--- src/rtl/instr_fetch.sv ---
// Instruction fetch stage: one outstanding imem request, redirect flush, and dropping of stale responses.
// Optional FETCH_MISALIGN_CHECK_EN: misaligned redirect targets are word-aligned and flagged on misalign_err.
module instr_fetch #(
    parameter logic [31:0] INSTR_NOP = 32'h0000_0013
) (
    input  logic        clk,
    input  logic        reset,
    input  logic [31:0] current_pc,
    output logic [31:0] next_pc,
    output logic        imem_req,
    output logic [31:0] imem_addr,
    input  logic        imem_ack,
    input  logic [31:0] imem_rdata,
    input  logic        redirect_valid,
    input  logic [31:0] redirect_pc,
    output logic        if_valid,
    output logic [31:0] if_instr,
    output logic [31:0] if_pc,
    input  logic        if_ready,
    output logic        misalign_err
);
    localparam int unsigned XLEN = 32;
    localparam logic [XLEN-1:0] INSTR_BYTES = XLEN'(4);

    typedef enum logic [1:0] {
        IDLE = 2'd0,
        REQ  = 2'd1,
        HOLD = 2'd2,
        DROP = 2'd3
    } state_t;

    state_t          state;
    state_t          state_nxt;
    logic [XLEN-1:0] drop_addr;
    logic [XLEN-1:0] drop_addr_nxt;
    logic            if_valid_nxt;
    logic [XLEN-1:0] if_instr_nxt;
    logic [XLEN-1:0] if_pc_nxt;
    logic            misalign_nxt;
    logic [XLEN-1:0] redirect_tgt_c;
    logic            misalign_c;

    // Redirect target conditioning
`ifdef FETCH_MISALIGN_CHECK_EN
    assign misalign_c     = redirect_valid && (redirect_pc[1:0] != 2'b00);
    assign redirect_tgt_c = {redirect_pc[XLEN-1:2], 2'b00};
`else
    assign misalign_c     = 1'b0;
    assign redirect_tgt_c = redirect_pc;
`endif

    // State and fetch-output registers
    always_ff @(posedge clk or negedge reset) begin
        if (!reset) begin
            state        <= IDLE;
            drop_addr    <= '0;
            if_valid     <= 1'b0;
            if_instr     <= INSTR_NOP;
            if_pc        <= '0;
            misalign_err <= 1'b0;
        end else begin
            state        <= state_nxt;
            drop_addr    <= drop_addr_nxt;
            if_valid     <= if_valid_nxt;
            if_instr     <= if_instr_nxt;
            if_pc        <= if_pc_nxt;
            misalign_err <= misalign_nxt;
        end
    end

    // Next-state, next-pc and memory request decode
    always_comb begin
        state_nxt     = state;
        drop_addr_nxt = drop_addr;
        if_valid_nxt  = if_valid;
        if_instr_nxt  = if_instr;
        if_pc_nxt     = if_pc;
        misalign_nxt  = misalign_c;
        imem_req      = 1'b0;
        imem_addr     = current_pc;
        next_pc       = current_pc;

        case (state)
            IDLE: state_nxt = REQ;
            REQ: begin
                imem_req = 1'b1;
                if (imem_ack) begin
                    next_pc      = current_pc + INSTR_BYTES;
                    if_valid_nxt = 1'b1;
                    if_instr_nxt = imem_rdata;
                    if_pc_nxt    = current_pc;
                    state_nxt    = HOLD;
                end
            end
            HOLD: begin
                if (if_ready) begin
                    if_valid_nxt = 1'b0;
                    state_nxt    = REQ;
                end
            end
            DROP: begin
                imem_req  = 1'b1;
                imem_addr = drop_addr;
                if (imem_ack) begin
                    state_nxt = REQ;
                end
            end
            default: state_nxt = IDLE;
        endcase

        // Redirect overrides everything; an in-flight request without ack must be drained first
        if (redirect_valid) begin
            next_pc      = redirect_tgt_c;
            if_valid_nxt = 1'b0;
            if_instr_nxt = INSTR_NOP;
            if_pc_nxt    = if_pc;
            case (state)
                REQ: begin
                    if (imem_ack) begin
                        state_nxt = REQ;
                    end else begin
                        state_nxt     = DROP;
                        drop_addr_nxt = current_pc;
                    end
                end
                DROP:    state_nxt = imem_ack ? REQ : DROP;
                default: state_nxt = REQ;
            endcase
        end

        if (!reset) begin
            next_pc = current_pc;
        end
    end
endmodule

--- config.mk ---
export PLATFORM = sky130hd
export DESIGN_NAME = instr_fetch
export DESIGN_NICKNAME = d
export VERILOG_FILES = /design/src/rtl/instr_fetch.sv
export SDC_FILE = /design/constraint.sdc
export NUM_CORES = 1
export LEC_CHECK = 0
export ABC_AREA = 1
export BUFFER_PORTS_ARGS = -buffer_cell sky130_fd_sc_hd__buf_4
export CORE_MARGIN = 10
export CORE_UTILIZATION = 35
export DETAILED_ROUTE_END_ITERATION = 16
export GPL_TIMING_DRIVEN = 0
export PLACE_DENSITY = 0.58
export SYNTH_ARGS = -nofsm -noshare
export SYNTH_HDL_FRONTEND = slang
export SYNTH_SLANG_ARGS = --single-unit
--- constraint.sdc ---
create_clock -name clk -period 1.6 [get_ports clk]
set_clock_uncertainty 0.1 [all_clocks]
set_input_delay 0.08 -clock clk [delete_from_list [all_inputs] [get_ports clk]]
set_output_delay 0.08 -clock clk [all_outputs]
set_load 0.03 [all_outputs]
==> out/summary.txt, run 1 <==
Tightest Pin Transition: 745 ps
Minimum clock period: 2170 ps
Hold_buf cts: 55
Worst skew pair latency: 350 ps
Fmax achieved: 0.460 GHz
Clock slew at reported path FFs: 70 ps
Nets: 1,245
Status: finished with violations
Diode count: 0
Critical path's slowest cell: dfrtp_1
P&R area growth vs syn: 71.4%
Area leader, netlist: dfrtp_1
Fin util: 0.615
Area contributors post-synth: dfrtp_1 42%, nand2_1 18%, o21ai_0 6.8%
VDD IR-drop max: 738 uV
WP data required: 1420 ps
CP bufs+invs: 2
Starting Density: 0.359
Failing checks: hold timing, setup timing
Total track usage: 0.225
CP max stage delay: 390 ps
Max_slew headroom: 0.503
Final routed DRC violation total: 0
Die Area: 21,900 um^2
Worst hold slack: -520 ps
Final setup viols: 147
Number of I/O pins: 232
Slew Viols, Final: 0
Worst min-delay path class: primary input to asynchronous set/reset pin
Share of layout cells above drive strength 1: 0.382
Final setup margin: -573 ps
RSZ-0062 raised after global routing: yes
Crit path max fanout: 6
Largest net degree at the start of global routing: 51
Total power density per cell area: 1480 nW/um^2
Final clock period utilization by the worst path: 1.36
Num CTS Buffers: 9
Max Cap Viol: 0
First-pass iteration count of the detailed router: 5
Longest Clk Path Bufs: 2
CP most frequent cell: nor2_4
Global-route wire length before repair: 39,100 um
Core area: 16,000 um^2
Clock sink total: 99
Vias in the first global route: 6,832
Worst r2r dst: if_pc[3]$_DFFE_PN0P_
Top-count cell post-synth: nand2_1
Worst setup EP type: output port
Final hold vios: 99
Antenna viol nets, final: 0
Row cnt: 46
Htree depth: 3
Antenna violations before repair: 0
Kind of critical path: register to output port
Reg2reg start: state[1]$_DFFE_PN0P_
Warnings, synthesis: 0
GRT Residual Overflow: 0
R2R cell count: 14
Register area share after synthesis: 0.432
Number of synthesized flops with an enable pin: 0
WL/cell: 18.8 um
Asr flop ratio synth: 1.00
Worst-path cell chain: inv_2 > nand2_4 > nor2_4 > nand2_2 > nor2_4 > xor2_1 > nor2_1 > o21ai_2 > buf_6
Post-DP HPWL: 18,600 um
Setup TNS Final: -37,490 ps
Post-synth top area share: 0.419
CP Launch Type: register
Syn Area/Cell: 7.06 um^2
Fillers: 1,511
CTS root buf: clkbuf_16
Width of the chip: 148 um
WL final: 25,700 um
DR iter-0 viols: 352
Die H: 148 um
Synthesis-stage register bit count: 99
Total power: 14.6 mW
Post-synthesis cell count: 813
RePlAce Congestion: 0.913
Synthesized cell area: 5740 um^2
P_leak: 4.97 nW
R2R setup slack: -410 ps
Largest delay share family, worst path: simple AND/OR/NAND/NOR gates
Synthesized net count: 915
Top cells by count, synth: 282 x nand2_1, 96 x dfrtp_1, 78 x o21ai_0
Top FF cell, synth: dfrtp_1
Vias/cell: 4.94
Count of cell types in the netlist: 32
IO buf count: 228
CTS tree: built
Via count: 6,738
Crit path arrival time: 1990 ps
==> how the worst max path moves through the flow <==
| stage | start | end | depth (start not counted) |
|---|---|---|---|
| floorplan | state[0]$_DFFE_PN0P_ | imem_addr[29] | 4 |
| global placement | reset | next_pc[6] | 9 |
| detailed placement | reset | next_pc[6] | 9 |
| CTS | state[1]$_DFFE_PN0P_ | next_pc[27] | 11 |
| global route | state[1]$_DFFE_PN0P_ | next_pc[18] | 9 |
| finish | state[1]$_DFFE_PN0P_ | next_pc[18] | 9 |
==> final cells by class <==
cell class	count	area (um^2)	area share
inverter	62	243	0.0247
clock inverter	5	61.3	0.00623
sequential	99	2480	0.252
clock buffer	11	243	0.0247
tap	216	270	0.0275
timing repair buffer	322	2900	0.294
buffer	40	298	0.0303
multi-input combinational	609	3340	0.340
==> through the flow <==
stage | worst slack, ps | hold slack [ps] | area [um^2] | std cells
after floorplan | -80.3 | -316 | 5780 | 813
after global placement | -1350 | 173 | 7760 | 1257
after detailed placement | -1280 | 177 | 7760 | 1257
after CTS | -527 | -513 | 9420 | 1350
after global routing | -683 | -512 | 9830 | 1364
final | -573 | -520 | 9830 | 1364
==> timing repair <==
action / CTS / global route
setup endpoints to repair: 125 / 148
gates resized for setup: 151 / 108
endpoints found under the hold margin: 155 / 99
pin swaps: 16 / 20
cloned: 5 / 1
buffers inserted: 19 / 16
==> registers in the layout (all words and copies together), names as in the netlist <==
signal	count
if_pc	32
drop_addr	32
if_valid	1
state	2
if_instr	32
==> worst register-to-register path, stage by stage, from the launching register on <==
cell     delay (ps)
dfrtp_1         390
inv_2           120
nand2_4          80
buf_6           120
nor2_4           70
inv_2            60
nor2_4          130
inv_2            70
buf_12          130
buf_8           120
buf_12          150
buf_12          140
buf_12          140
nand2_4          60
o21ai_2          50
==> cell families after synthesis <==
logic type	Yosys count	share of synthesized area
and+or+nand+nor	460	0.334
xor gates and xnor gates	8	0.0122
other	1	0.000653
adders and majority gates	1	0.00218
AOI/OAI and AO/OA	139	0.140
buffers and inverters	105	0.0787
DFF	99	0.432
==> power breakdown <==
part	internal (mW)	switching [mW]	leakage (nW)	total (mW)
sequential	3.44	0.677	1.26	4.12
combinational	3.29	4.88	3.58	8.17
clock	1.26	1.01	0.138	2.27
==> cells in the final DEF, fill, tap and decap left out, types with 4 or more instances in the layout <==
cell           instances
nand2_4               26
clkbuf_1              15
inv_1                 54
o22ai_2                4
nand3_1               67
buf_16                 4
nand4_1                9
o21ai_1               52
dfrtp_1               95
nor2_1                59
nor2_2                 5
a21oi_1               10
nand2_2               20
nor2_4                15
o21ai_2               25
buf_4                222
clkbuf_4               5
nand2_1              238
buf_6                 41
clkbuf_16             10
xor2_1                 7
o21ai_0               35
nand3_2               10
dlygate4sd3_1         55
buf_12                 9
inv_2                  6
o211ai_1               4
==> layer usage <==
metal	up-vias	routed length, um	track usage
met1	3164	10700	0.279
li1	3293	-	-
met5	-	0	0
met2	255	12200	0.360
met3	26	2310	0.0768
met4	0	470	0.0738
Power figures use the tool's default switching activity.
==> inputs of run 2 (changes only) <==
--- a/config.mk
+++ b/config.mk
@@ -11,6 +11,7 @@
 export CORE_UTILIZATION = 35
 export DETAILED_ROUTE_END_ITERATION = 16
 export GPL_TIMING_DRIVEN = 0
+export HOLD_SLACK_MARGIN = 0.1
 export PLACE_DENSITY = 0.58
 export SYNTH_ARGS = -nofsm -noshare
 export SYNTH_HDL_FRONTEND = slang
==> run 2 against run 1 <==
  * The flow still finishes with violations (hold timing, setup timing)
  * Core utilization increased by 0.67 points
  * Worst hold slack got worse by 6.2 ps
  * Total power increased by 0.12%
  * Largest power group unchanged
  * Highest routed layer unchanged
==> out/summary.txt, run 2 (synthesized netlist as in run 1, its figures left out) <==
Starting Density: 0.359 (unchanged)
Number of I/O pins: 232 (unchanged)
Final routed DRC violation total: 0 (unchanged)
DP Cell Count: 1,257 (unchanged)
Commonest non-fill, non-tap cells in the layout: 238 x nand2_1, 222 x buf_4, 95 x dfrtp_1, 67 x nand3_1, 66 x dlygate4sd3_1 (was 238 x nand2_1, 222 x buf_4, 95 x dfrtp_1, 67 x nand3_1, 59 x nor2_1)
Via count: 6,789 (was 6,738)
Final setup margin: -560 ps (was -573 ps)
Post-DP HPWL: 18,600 um (unchanged)
FF+latch area: 2480 um^2 (unchanged)
Multi-input gate area: 3340 um^2 (about the same)
Max_slew headroom: 0.501 (was 0.503)
Vias in the first global route: 6,879 (was 6,832)
Worst min-delay path class: primary input to asynchronous set/reset pin (unchanged)
Status: finished with violations (unchanged)
First-pass iteration count of the detailed router: 4 (was 5)
Kind of critical path: register to output port (unchanged)
Htree depth: 3 (unchanged)
Clock sink total: 99 (unchanged)
Width of the chip: 148 um (unchanged)
Crit path max fanout: 6 (unchanged)
CP Launch Type: register (unchanged)
Met2 WL: 12,200 um (about the same)
Commonest non-fill, non-tap cell in the layout: nand2_1 (unchanged)
Antenna viol nets, final: 0 (unchanged)
Total power: 14.6 mW (about the same)
CP most frequent cell: nor2_4 (unchanged)
Fillers: 1,503 (was 1,511)
Tightest Pin Transition: 748 ps (was 745 ps)
Final clock period utilization by the worst path: 1.35 (was 1.36)
Antenna violations before repair: 0 (unchanged)
Final hold vios: 99 (unchanged)
WL final: 25,800 um (was 25,700 um)
Worst hold slack: -526 ps (was -520 ps)
Die H: 148 um (unchanged)
Routed wl met3: 2300 um (was 2310 um)
Setup TNS Final: -37,880 ps (was -37,490 ps)
Slew Viols, Final: 0 (unchanged)
Largest net degree at the start of global routing: 51 (unchanged)
WL/cell: 18.8 um (about the same)
Global-route wire length before repair: 39,400 um (was 39,100 um)
Critical path's slowest cell: dfrtp_1 (unchanged)
Pre-CTS setup slack: -1280 ps (unchanged)
CTS tree: built (unchanged)
Longest Clk Path Bufs: 2 (unchanged)
Die Area: 21,900 um^2 (unchanged)
Core area: 16,000 um^2 (unchanged)
Biggest registers after layout: drop_addr: 32 flops, if_instr: 32 flops, if_pc: 32 flops (unchanged)
Failing checks: hold timing, setup timing (unchanged)
P&R area growth vs syn: 73.2% (was 71.4%)
IO buf count: 228 (unchanged)
WP data required: 1420 ps (about the same)
Met1 WL: 10,800 um (was 10,700 um)
Minimum clock period: 2160 ps (was 2170 ps)
DR iter-0 viols: 371 (was 352)
Total power density per cell area: 1470 nW/um^2 (was 1480 nW/um^2)
Top routing layer used: met4 (unchanged)
Finished Cell Area: 9940 um^2 (was 9830 um^2)
Total track usage: 0.227 (was 0.225)
Vias/cell: 4.94 (about the same)
Fmax achieved: 0.463 GHz (was 0.460 GHz)
Worst skew pair latency: 350 ps (about the same)
Final setup viols: 149 (was 147)
Cell Area, Placed: 7760 um^2 (unchanged)
Clock slew at reported path FFs: 70 ps (about the same)
P_leak: 5.02 nW (was 4.97 nW)
Crit path arrival time: 1980 ps (was 1990 ps)
VDD IR-drop max: 752 uV (was 738 uV)
Diode count: 0 (unchanged)
RePlAce Congestion: 0.913 (unchanged)
Nets: 1,256 (was 1,245)
CP max stage delay: 390 ps (about the same)
Non-filler cells in the finished layout: 1,375 (was 1,364)
Num CTS Buffers: 9 (unchanged)
Share of layout cells above drive strength 1: 0.379 (was 0.382)
GRT Residual Overflow: 0 (unchanged)
Worst setup EP type: output port (unchanged)
Max Cap Viol: 0 (unchanged)
Row cnt: 46 (unchanged)
RSZ-0062 raised after global routing: yes (unchanged)
Worst-path cell chain: inv_2 > nand2_4 > nor2_4 > nand2_2 > nor2_4 > xor2_1 > nor2_1 > o21ai_2 > buf_6 (unchanged)
CTS root buf: clkbuf_16 (unchanged)
## run 2: cell types whose count changed in the layout (fill, tap and decap cells not counted), sizes merged
cell         previous run  this run
dlygate4sd3            55        66
## run 2: timing repair
item / in CTS / in global routing
setup buffers: 19 / 16
gates cloned: 5 / 1
endpoints found under the hold margin: 196 / 101
pin swaps: 16 / 20
hold buffers: 65 / 1
resized for setup: 151 / 109
setup endpoints to repair: 125 / 149
## run 2: worst max-delay path, delay by kind of cell, from the launching register on
family,cells,cell delay (ps)
xor gates and xnor gates,1,160
AOI/OAI and AO/OA,1,220
buffers and inverters,2,290
and+or+nand+nor,5,560
DFF,1,390
## run 2: cell type report
class,instances,area share
inverters,62,0.0244
repair buffers,333,0.302
plain buffers,40,0.0303
flip-flops and latches,99,0.250
clock inverters,5,0.00617
well taps,216,0.0272
multi-input cells,609,0.336
clock buffers,11,0.0244
## run 2: final timing paths
path                       cells past startpoint                 start  slack, ps               endpoint
setup / recovery                               9  state[1]$_DFFE_PN0P_       -560            next_pc[18]
hold / removal                                 1                 reset       -530  if_pc[22]$_DFFE_PN0P_
setup reg to reg                              14  state[1]$_DFFE_PN0P_       -410   if_pc[7]$_DFFE_PN0P_
hold reg to reg                                2  if_pc[2]$_DFFE_PN0P_        380   if_pc[2]$_DFFE_PN0P_
max in group asynchronous                      1                 reset       1560  if_pc[29]$_DFFE_PN0P_
min in group clk                               6              if_ready        140   if_valid$_DFFE_PN0P_
## run 2: layer usage
layer | vias up | track usage
met5 | - | 0
met4 | 0 | 0.0753
met3 | 26 | 0.0743
met2 | 251 | 0.362
met1 | 3183 | 0.283
li1 | 3329 | -
## run 2: stage by stage
stage | util | hold slack [ps]
final | 0.621 | -526
after floorplan | - | -316
after global placement | 0.485 | 173
after CTS | 0.595 | -513
after global routing | 0.621 | -515
after detailed placement | 0.485 | 177
## run 2: where the power goes
part           leakage, nW  total (mW)  switching, mW  internal, mW
Sequential            1.26        4.11          0.670          3.44
Combinational         3.62        8.20           4.90          3.31
Clock                0.138        2.27           1.01          1.26
